**src/rtl/result_burst_packer.sv**
```systemverilog
// Stages 64-bit result words and emits them as length-prefixed host-write bursts.
// Define RESULT_BURST_CHECKSUM_EN to append an XOR checksum beat to every burst.
module result_burst_packer #(
    parameter int BURST_LEN = 16,
    parameter int TIMEOUT   = 256,
    parameter int LEN_BITS  = 9
) (
    input  logic                clk,
    input  logic                rst,
    input  logic                dataInValid,
    input  logic [63:0]         dataIn,
    output logic                dataInReady,
    input  logic                flush,
    output logic                reqValid,
    input  logic                reqReady,
    output logic [LEN_BITS-1:0] reqLength,
    output logic                wordValid,
    input  logic                wordReady,
    output logic [63:0]         wordData,
    output logic                wordLast,
    output logic [31:0]         wordsSent
);
    localparam int PTR_W = (BURST_LEN > 1) ? $clog2(BURST_LEN) : 1;
    localparam int CNT_W = PTR_W + 1;
    localparam int TMR_W = $clog2(TIMEOUT + 1);

`ifdef RESULT_BURST_CHECKSUM_EN
    typedef enum logic [1:0] {COLLECT, REQUEST, DRAIN, CHECKSUM} state_t;
`else
    typedef enum logic [1:0] {COLLECT, REQUEST, DRAIN} state_t;
`endif

    state_t           state, state_next;
    logic [CNT_W-1:0] count;
    logic [PTR_W-1:0] rd_ptr;
    logic [TMR_W-1:0] timer;
    logic             pending;
    logic             run;
    logic [31:0]      words_sent;
    logic [63:0]      stage [BURST_LEN];
    logic             accept, go_request, beat, burst_done, is_last;
`ifdef RESULT_BURST_CHECKSUM_EN
    logic [63:0]      csum;
`endif

    assign accept    = dataInValid && dataInReady;
    assign is_last   = ({1'b0, rd_ptr} == (count - CNT_W'(1)));
    assign wordsSent = words_sent;

    always_comb begin
        state_next  = state;
        dataInReady = 1'b0;
        reqValid    = 1'b0;
        reqLength   = '0;
        wordValid   = 1'b0;
        wordData    = '0;
        wordLast    = 1'b0;
        go_request  = 1'b0;
        beat        = 1'b0;
        burst_done  = 1'b0;
        case (state)
            COLLECT: begin
                // run keeps the input closed for the first cycle out of reset
                dataInReady = run && (count < CNT_W'(BURST_LEN));
                if ((count == CNT_W'(BURST_LEN)) ||
                    ((count != '0) && (pending || (timer == TMR_W'(TIMEOUT))))) begin
                    state_next = REQUEST;
                    go_request = 1'b1;
                end
            end
            REQUEST: begin
                reqValid = 1'b1;
`ifdef RESULT_BURST_CHECKSUM_EN
                reqLength = LEN_BITS'(count) + LEN_BITS'(1);
`else
                reqLength = LEN_BITS'(count);
`endif
                if (reqReady) state_next = DRAIN;
            end
            DRAIN: begin
                wordValid = 1'b1;
                wordData  = stage[rd_ptr];
`ifndef RESULT_BURST_CHECKSUM_EN
                wordLast  = is_last;
`endif
                if (wordReady) begin
                    beat = 1'b1;
                    if (is_last) begin
`ifdef RESULT_BURST_CHECKSUM_EN
                        state_next = CHECKSUM;
`else
                        state_next = COLLECT;
                        burst_done = 1'b1;
`endif
                    end
                end
            end
`ifdef RESULT_BURST_CHECKSUM_EN
            CHECKSUM: begin
                wordValid = 1'b1;
                wordData  = csum;
                wordLast  = 1'b1;
                if (wordReady) begin
                    state_next = COLLECT;
                    burst_done = 1'b1;
                end
            end
`endif
            default: state_next = COLLECT;
        endcase
    end

    always_ff @(posedge clk) begin
        if (rst) begin
            state      <= COLLECT;
            count      <= '0;
            rd_ptr     <= '0;
            timer      <= '0;
            pending    <= 1'b0;
            run        <= 1'b0;
            words_sent <= '0;
        end else begin
            state <= state_next;
            run   <= 1'b1;
            if (burst_done)  count <= '0;
            else if (accept) count <= count + CNT_W'(1);
            if (burst_done)  rd_ptr <= '0;
            else if (beat)   rd_ptr <= rd_ptr + PTR_W'(1);
            if (beat) words_sent <= words_sent + 32'd1;
            if ((state != COLLECT) || (count == '0)) timer <= '0;
            else if (timer != TMR_W'(TIMEOUT))       timer <= timer + TMR_W'(1);
            // a flush with nothing staged and nothing arriving has no burst to close
            if (go_request) pending <= 1'b0;
            else if (flush && !((state == COLLECT) && (count == '0) && !accept)) pending <= 1'b1;
        end
    end

    always_ff @(posedge clk) begin
        if (accept) stage[count[PTR_W-1:0]] <= dataIn;
    end

`ifdef RESULT_BURST_CHECKSUM_EN
    always_ff @(posedge clk) begin
        if (rst || burst_done) csum <= '0;
        else if (accept)       csum <= csum ^ dataIn;
    end
`endif

endmodule

```
**config.mk**
```make
export PLATFORM = sky130hd
export DESIGN_NAME = result_burst_packer
export DESIGN_NICKNAME = d
export VERILOG_FILES = /design/src/rtl/result_burst_packer.sv
export SDC_FILE = /design/constraint.sdc
export NUM_CORES = 1
export LEC_CHECK = 0
export CAP_MARGIN = 10
export CORE_UTILIZATION = 55
export CTS_CLUSTER_DIAMETER = 30
export DETAILED_ROUTE_END_ITERATION = 8
export PLACE_DENSITY = 0.79
export SLEW_MARGIN = 20
export SYNTH_ARGS = -nofsm -noshare
export SYNTH_HDL_FRONTEND = slang
export SYNTH_SLANG_ARGS = --single-unit
```
**constraint.sdc**
```tcl
create_clock -name clk -period 12.45 [get_ports clk]
set_input_delay 1.245 -clock clk [delete_from_list [all_inputs] [get_ports clk]]
set_output_delay 1.245 -clock clk [all_outputs]
set_load 0.05 [all_outputs]
```
==> flow_summary_export.csv <==
group,metric,value,unit
floorplanning,initial_core_util,55.9,%
synthesis,ys_seq_area_share,76.1,%
route,vias_per_cell,6.54,
route,drt_iter0_drc,2457,
clock_tree,cts_resized,0,
synthesis,synthTopCellsByCount,"1024 x edfxtp_1, 218 x mux4_2, 129 x mux2i_1",
clock_tree,cts_root_buf,"clkbuf_16",
floorplanning,core.rowCount,100,
timing,max_freq,168,MHz
pwr,p_leak,15.6,nW
timing,hold_slack,471,ps
layout,utilization,67.8,%
run_status,status,"finished clean",
timing,postLayoutSetupSlackWorst,6480,ps
pwr,finalPower,0.00901,W
synthesis,yosys_warnings,0,
route,vias,22500,
synthesis,syn_avg_cell_area,20.5,um2
clock_tree,hold_buffers,0,
worst_setup_path,crit_arrival,4720,ps
synthesis,synth_edf_count,1024,
timing,fin_setup_tns,0,ps
clock_tree,clock_latency,750,ps
synthesis,synth_top_area_share,73.3,%
timing,slew_violations,0,
clock_tree,path_clk_slew,50,ps
synthesis,yosysUniqueCellTypes,58,
grt,grt.overflow.total,0,
route,routed_wl,103,mm
timing,grt_setup_unrepaired,"false",
synthesis,synthTopCellsByArea,"edfxtp_1 73%, mux4_2 12%, mux2i_1 3.1%",
timing,finalCritPeriodShare,47.9,%
timing,hold_viol_final,0,
timing,finalSetupViolations,0,
clock_tree,cts_sinks,1082,
pwr,power_density,177,mW/mm2
worst_setup_path,required,11200,ps
timing,clock_skew,34.0,ps
synthesis,synthesis.area,0.0419,mm2
route,antenna_left,0,
clock_tree,cts_tree,"built",
min_path,min_path_type,"flop to flop",
grt,grt_max_degree,178,
timing,period_minus_slack,5970,ps
synthesis,yosysTopAreaCell,"edfxtp_1",
floorplanning,die_x,278,um
layout,syn_to_final_growth,21.1,%
grt,grt_pass1_wl,149,mm
worst_setup_path,cp_max_fo,85,
placement,gp_congestion,0.775,
pwr,ir_drop,126,uV
synthesis,synth.ff_latch_count,1082,
route,route.detailed.drc,0,
layout,drive_above_1_share,23.7,%
clock_tree,post-cts-setup-buffers,0,
synthesis,yosysMostFrequentCell,"edfxtp_1",
layout,nets,2399,
grt,antenna_found_initial,14,
synthesis,synthCells,2043,
worst_setup_path,crit_path_start_kind,"flop",
floorplanning,boundaryPins,179,
clock_tree,cts_buffer_depth,3,
synthesis,ys_async_sr_fraction,0,%
timing,max_slew_margin,18.6,%
floorplanning,core_area,0.0749,mm2
route,wire_per_inst,29.9,um
route,firstDrtPassIters,5,
grt,grt_usage,26.7,%
worst_setup_path,criticalPathCategory,"flop to output port",
clock_tree,cts_buffers,174,
worst_setup_path,cp-end-kind,"output port",
timing,worst_pin_slew,1220,ps
floorplanning,die_area,0.0773,mm2
synthesis,synth_flop_cell,"edfxtp_1",
placement,dpl.hpwl,46.8,mm
placement,pre_cts_slack,7260,ps
floorplanning,fp.dieH,278,um
placement,portBuffers,174,
grt,grt_pass1_vias,23500,
clock_tree,h-tree-depth,4,
flow_run,drv_cap,0,
## area by class of cell
type                       count  area [um2]
multi-input combinational    837        9610
inverter                      11        41.3
sequential                  1082       31900
fill                        4423       24200
clock buffer                 194        4510
tap                          969        1210
clock inverter               125        1310
antenna                        6        15.0
timing repair buffer         214        2150
## worst max-delay path: stages, from the launching register on
cell             delay (ps)
dfxtp_4                 990
buf_12                  390
buf_16                  490
mux4_2                  390
mux2i_1                 120
o22ai_1                 520
clkdlybuf4s50_1         920
## per-stage QoR
step / instances / instance area [um2]
finish: 3438 / 50800
global route: 3435 / 50800
CTS: 3431 / 50700
detailed placement: 3112 / 44900
global placement: 3108 / 44800
floorplan: 2046 / 41900
## cells by family after synthesis
kind of cell | after synthesis | share of synthesized area, %
buffers and inverters | 127 | 1.31
multiplexers | 355 | 15.0
adder cells (fa/ha/maj) | 9 | 0.269
AO/OA/AOI/OAI | 145 | 2.87
flip-flops | 1082 | 76.1
AND/OR/NAND/NOR | 296 | 3.84
other | 1 | 0.00894
XOR/XNOR | 28 | 0.585
## path summary, 6_finish.rpt
kind | from | end | slack [ps] | cells after the start
worst max register to register | state[1] | stage[13][16] | 8340 | 5
worst max-delay path | flop | wordData[37] | 6480 | 6
worst min-delay path | pending | pending | 470 | 2
worst min register to register | pending | pending | 470 | 2
## metal layers
metal | wire length, um | track usage [%] | share of wire [%] | vias to the layer above
li1 | - | - | - | 9162
met1 | 37000 | 32.8 | 36 | 11600
met2 | 52100 | 44.4 | 51 | 1417
met3 | 9480 | 6.93 | 9.2 | 315
met4 | 4220 | 12.7 | 4.1 | 20
met5 | 127 | 0 | 0.12 | -
## registers in the layout, indices dropped and copies added, names as in the netlist, named ones only
name and count:
count 5, rd_ptr 4, wordsSent 32, state 2, timer 9, stage 1024
run 1, pending 1
## power breakdown
group | leakage, nW | switching [W] | internal [W] | total [W]
sequential | 9.69 | 0.0000132 | 0.00401 | 0.00403
clock | 2.77 | 0.00175 | 0.00297 | 0.00472
combinational | 3.15 | 0.000167 | 0.000100 | 0.000267
## layout by cell type, fill, tap and decap left out, types with 7 or more instances in the layout
master,netlist,final
clkbuf_16,0,178
mux2i_1,129,129
ha_1,9,9
a32o_1,38,38
xnor2_1,9,9
buf_4,5,32
clkdlybuf4s50_1,0,174
or4_1,9,9
clkinv_2,0,24
a221o_1,38,38
mux4_2,218,218
o21ai_0,7,7
dfxtp_1,58,55
nor3_1,14,10
edfxtp_1,1024,1024
nand4_1,10,10
inv_6,0,14
xor2_1,19,19
clkbuf_1,59,16
nor4_1,10,10
nand3_1,19,19
and4_1,44,44
nand2_1,100,100
a21oi_1,14,14
o31ai_1,7,7
o22ai_1,26,26
clkinv_1,1,18
clkinv_4,0,15
bufinv_16,0,16
inv_1,10,10
nor2_1,43,30
clkinvlp_4,0,29
nor2_4,0,13
nor2b_1,12,10
mux2_2,8,8
No activity file was read; power rests on OpenSTA's default activity.
==> patch 1 (config.mk and constraints unchanged) <==
Set the parameter `TIMEOUT` to 512 (it was 256).
--- a/src/rtl/result_burst_packer.sv
+++ b/src/rtl/result_burst_packer.sv
@@ -2,7 +2,7 @@
 // Define RESULT_BURST_CHECKSUM_EN to append an XOR checksum beat to every burst.
 module result_burst_packer #(
     parameter int BURST_LEN = 16,
-    parameter int TIMEOUT   = 256,
+    parameter int TIMEOUT   = 512,
     parameter int LEN_BITS  = 9
 ) (
     input  logic                clk,
Formal check against the unedited RTL: same outputs for any inputs over 4 cycles, from zero or initial values and one cycle with rst high; that may be too few to reach the edited logic, so the function may still have changed.
==> patch 1 against the original RTL <==
  * Sequential cell count up 1
  * Worst setup slack worse by 250 ps
  * Power up 2.3%
  * Synthesized cell count down 0.93%
  * Maximum frequency down 4.0%
  * Global-route usage down 0.75 points
  * First-iteration DRC count down 6.4%
  * Synthesized area down 0.33%
  * Cell area up 0.12%
  * Wire length down 3.7%
  * Register-to-register slack worse by 70 ps
  * Sequential power about the same
  * Final cell count down 0.38%
  * Count of clock-buffer cells in the layout up 7
==> patch 1: results (changes against the original RTL) <==
NumNets Final = 2377 (-0.92%)
CP max stage cell = clkdlybuf4s50_1
Cells after synthesis = 2024 (-0.93%)
RR Endpoint = stage[6][58]
Synth area leaders = edfxtp_1 74%, mux4_2 11%, mux2i_1 3.1%
Most frequent cells after synthesis = 1024 x edfxtp_1, 208 x mux4_2, 129 x mux2i_1
Gr usage total = 25.9% (-0.75 points)
Int Pwr = 0.00723 W (+2.1%)
Status = finished, final reports clean
First-pass GRT wire length = 146000 um (-2.2%)
Synth unique cells = 49 (-16%)
Number of global-route vias before repair = 23100 (-1.7%)
GR Util met2 = 43.1% (-1.4 points)
CP endpoint = wordData[27]
CP arrival = 4970 ps (+250 ps)
Sequential-to-total area share from yosys stat = 76.4% (+0.30 points)
Flop-to-flop setup slack = 8270 ps (-70 ps)
CP Max Fanout = 58 (-32%)
Slew headroom = 21.4% (+2.9 points)
Vias/cell = 6.44 (-1.5%)
Layout cells sized above 1 = 23.2% (-0.52 points)
Initial DRC count = 2299 (-6.4%)
Skew final = 43.6 ps (+9.60 ps)
GP Congestion = 0.798 (+2.9%)
Total CTS buffers = 182 (+4.6%)
==> patch 1: layout make-up <==
class / count / area, sq um
clock inverters: 138 / 1490
inverters: 11 / 41.3
flip-flops and latches: 1083 / 31900
well taps: 969 / 1210
diodes: 3 / 7.51
clock buffers: 201 / 4670
multi-input cells: 812 / 9440
fillers: 4452 / 24000
repair buffers: 208 / 2040
==> patch 1: layer usage <==
metal | up-vias | routed length, um
met4 | 10 | 2900
li1 | 9137 | -
met1 | 11500 | 37500
met5 | - | 63
met3 | 229 | 8410
met2 | 1167 | 50300
==> patch 1: worst min path at each step <==
stage          slack (ps)     from      end  depth (start not counted)
3_5_place_dp          460  pending  pending                          2
3_3_place_gp          450  pending  pending                          2
2_1_floorplan         430  pending  pending                          2
4_1_cts               460  pending  pending                          2
6_report              460  pending  pending                          2
5_1_grt               490  pending  pending                          2
==> patch 1: worst max-delay path: cells and delay by family, from the launching register on <==
kind                   cells  cell delay, ps
AO/OA/AOI/OAI              1             450
flip-flops                 1             810
multiplexers               2             440
buffers and inverters      3            2420
==> patch 1: stage by stage <==
stage / total power, W / worst slack (ps)
after detailed placement: 0.00436 / 6930
final: 0.00922 / 6230
after floorplan: 0.00424 / 4630
after global placement: 0.00435 / 6990
after global routing: 0.00944 / 6030
after CTS: 0.00926 / 6120
==> patch 1: logic make-up after synthesis <==
group / after synthesis / synth area share, %
buffers and inverters: 132 / 1.35
AND/OR/NAND/NOR: 215 / 2.95
flip-flops: 1083 / 76.4
multiplexers: 338 / 14.3
AO/OA/AOI/OAI: 218 / 4.07
other: 1 / 0.00897
adder cells (fa/ha/maj): 9 / 0.269
XOR/XNOR: 28 / 0.620
==> patch 2 (same settings) <==
Without the edit above. Re-encode `state_t` (3 states) as one-hot, 3 bits wide.
--- a/src/rtl/result_burst_packer.sv
+++ b/src/rtl/result_burst_packer.sv
@@ -27,7 +27,7 @@
 `ifdef RESULT_BURST_CHECKSUM_EN
     typedef enum logic [1:0] {COLLECT, REQUEST, DRAIN, CHECKSUM} state_t;
 `else
-    typedef enum logic [1:0] {COLLECT, REQUEST, DRAIN} state_t;
+    typedef enum logic [2:0] {COLLECT = 3'b001, REQUEST = 3'b010, DRAIN = 3'b100} state_t;
 `endif
 
     state_t           state, state_next;
Formal check against the unedited RTL: same outputs for any inputs over 4 cycles, from zero or initial values and one cycle with rst high; so few cycles prove little.
==> patch 2 against the original RTL <==
  * Synthesized area fell by 1.2%
  * First-iteration DRC count fell by 1.6%
  * Core utilization fell by 0.44 points
  * Die area fell by 1.2%
  * Power fell by 0.64%
  * Worst setup slack got worse by 590 ps
  * Wire length fell by 1.7%
  * Sequential cell count rose by 1
  * Count of clock-buffer cells in the layout fell by 12
  * Cell area fell by 1.3%
  * Largest cell class unchanged
  * Highest routed layer unchanged
==> patch 2: results (changes against the original RTL) <==
First-pass GRT wire length = 147000 um (-1.2%)
Skew final = 34.8 ps (+0.793 ps)
Initial DRC count = 2417 (-1.6%)
Avg WL per Cell = 30.7 um (+2.6%)
Synth area leaders = edfxtp_1 74%, mux4_2 14%, mux2i_1 3.1%
CP arrival = 5310 ps (+590 ps)
CP Max Fanout = 75 (-12%)
Maximum VDD drop = 0.134 mV (+6.3%)
Number of global-route vias before repair = 22300 (-5.0%)
Gr usage total = 26.8% (+0.14 points)
Post-DP Area = 44400 sq um (-1.2%)
Status = finished, final reports clean
Sequential-to-total area share from yosys stat = 77.1% (+0.96 points)
Synth unique cells = 44 (-24%)
Slowest stage delay, CP = 1010 ps (+20 ps)
Via count = 21300 (-5.1%)
Cells after synthesis = 1901 (-7.0%)
Startpoint types = flip-flop
Pleak = 15.4 nW (-1.6%)
GP Congestion = 0.772 (-0.48%)
CTS H-tree lvls = 4 (unchanged)
Most frequent cells after synthesis = 1024 x edfxtp_1, 256 x mux4_2, 129 x mux2i_1
Final wirelength = 101000 um (-1.7%)
CP max stage cell = buf_4
NumNets Final = 2262 (-5.7%)
Initial antenna violation count = 10 (-4)
Number of port buffers = 174 (unchanged)
DP Cell Count = 2984 (-4.1%)
First-pass DRT Iterations = 5 (unchanged)
Largest net degree at the start of global routing = 79 (-56%)
Hpwl dp = 45500 um (-2.8%)
Layout cells sized above 1 = 25.7% (+2.0 points)
Total CTS buffers = 164 (-5.7%)
-- patch 2: cell count changes in the layout (fill, tap and decap cells not counted), sizes merged, moves of 9 or more --
cell / change
and4: -38
mux4: +38
o22ai: +38
a32o: -38
xor2: +11
clkbuf: -12
nor2b: -9
nor4: -9
nor2: +14
nand2: -70
a221o: -38
-- patch 2: worst reg2reg max path: stages (launching register included) --
cell and delay, ps:
dfxtp_1 440, nor3b_1 320, and4b_1 460, nand2_1 360, nor2_4 960, buf_4 820
-- patch 2: power by group --
part,switching (W),total (W),internal [W]
combinational,0.000149,0.000231,0.0000816
clock,0.00176,0.00466,0.00290
sequential,0.0000215,0.00406,0.00404
-- patch 2: worst paths after layout --
check                       end          start  cells after the start  slack [ps]
hold / removal    wordsSent[31]  wordsSent[31]                      2         500
hold reg to reg   wordsSent[31]  wordsSent[31]                      2         500
setup reg to reg  stage[15][26]       state[0]                      5        8700
setup / recovery    wordData[7]      flip-flop                      6        5890
-- patch 2: area by class of cell --
class,instances,area [sq um]
diodes,3,7.51
clock buffers,182,4220
clock inverters,123,1450
fillers,4311,24300
inverters,6,22.5
multi-input cells,715,9200
flip-flops and latches,1083,31900
well taps,969,1210
repair buffers,213,2070
-- patch 2: kinds of logic (layout without fill, tap and decap cells) --
logic type	after synthesis	after routing	share of synthesized area (%)
compound gates	91	91	1.35
xor+xnor	43	43	0.909
fa+ha+maj	9	9	0.272
buf+inv	106	524	1.08
flops	1083	1083	77.1
mux	385	385	17.0
other cells	1	7	0.00905
simple gates	183	183	2.29
-- patch 2: per-layer routing --
| layer | up-vias | wire length, um | track usage (%) |
|---|---|---|---|
| li1 | 8573 | - | - |
| met1 | 11100 | 35700 | 33.0 |
| met2 | 1350 | 51900 | 44.8 |
| met3 | 265 | 9470 | 6.90 |
| met4 | 14 | 4030 | 12.4 |
| met5 | - | 87 | 0 |
-- patch 2: per-stage QoR --
stage,util [%],hold WS [ps],power [W],setup WS [ps]
final,67.3,497,0.00896,5890
after detailed placement,59.6,493,0.00436,6750
after floorplan,-,471,0.00425,7380
after global placement,59.6,473,0.00434,6740
after global routing,67.3,522,0.00917,5670
after CTS,67.3,499,0.00900,5890
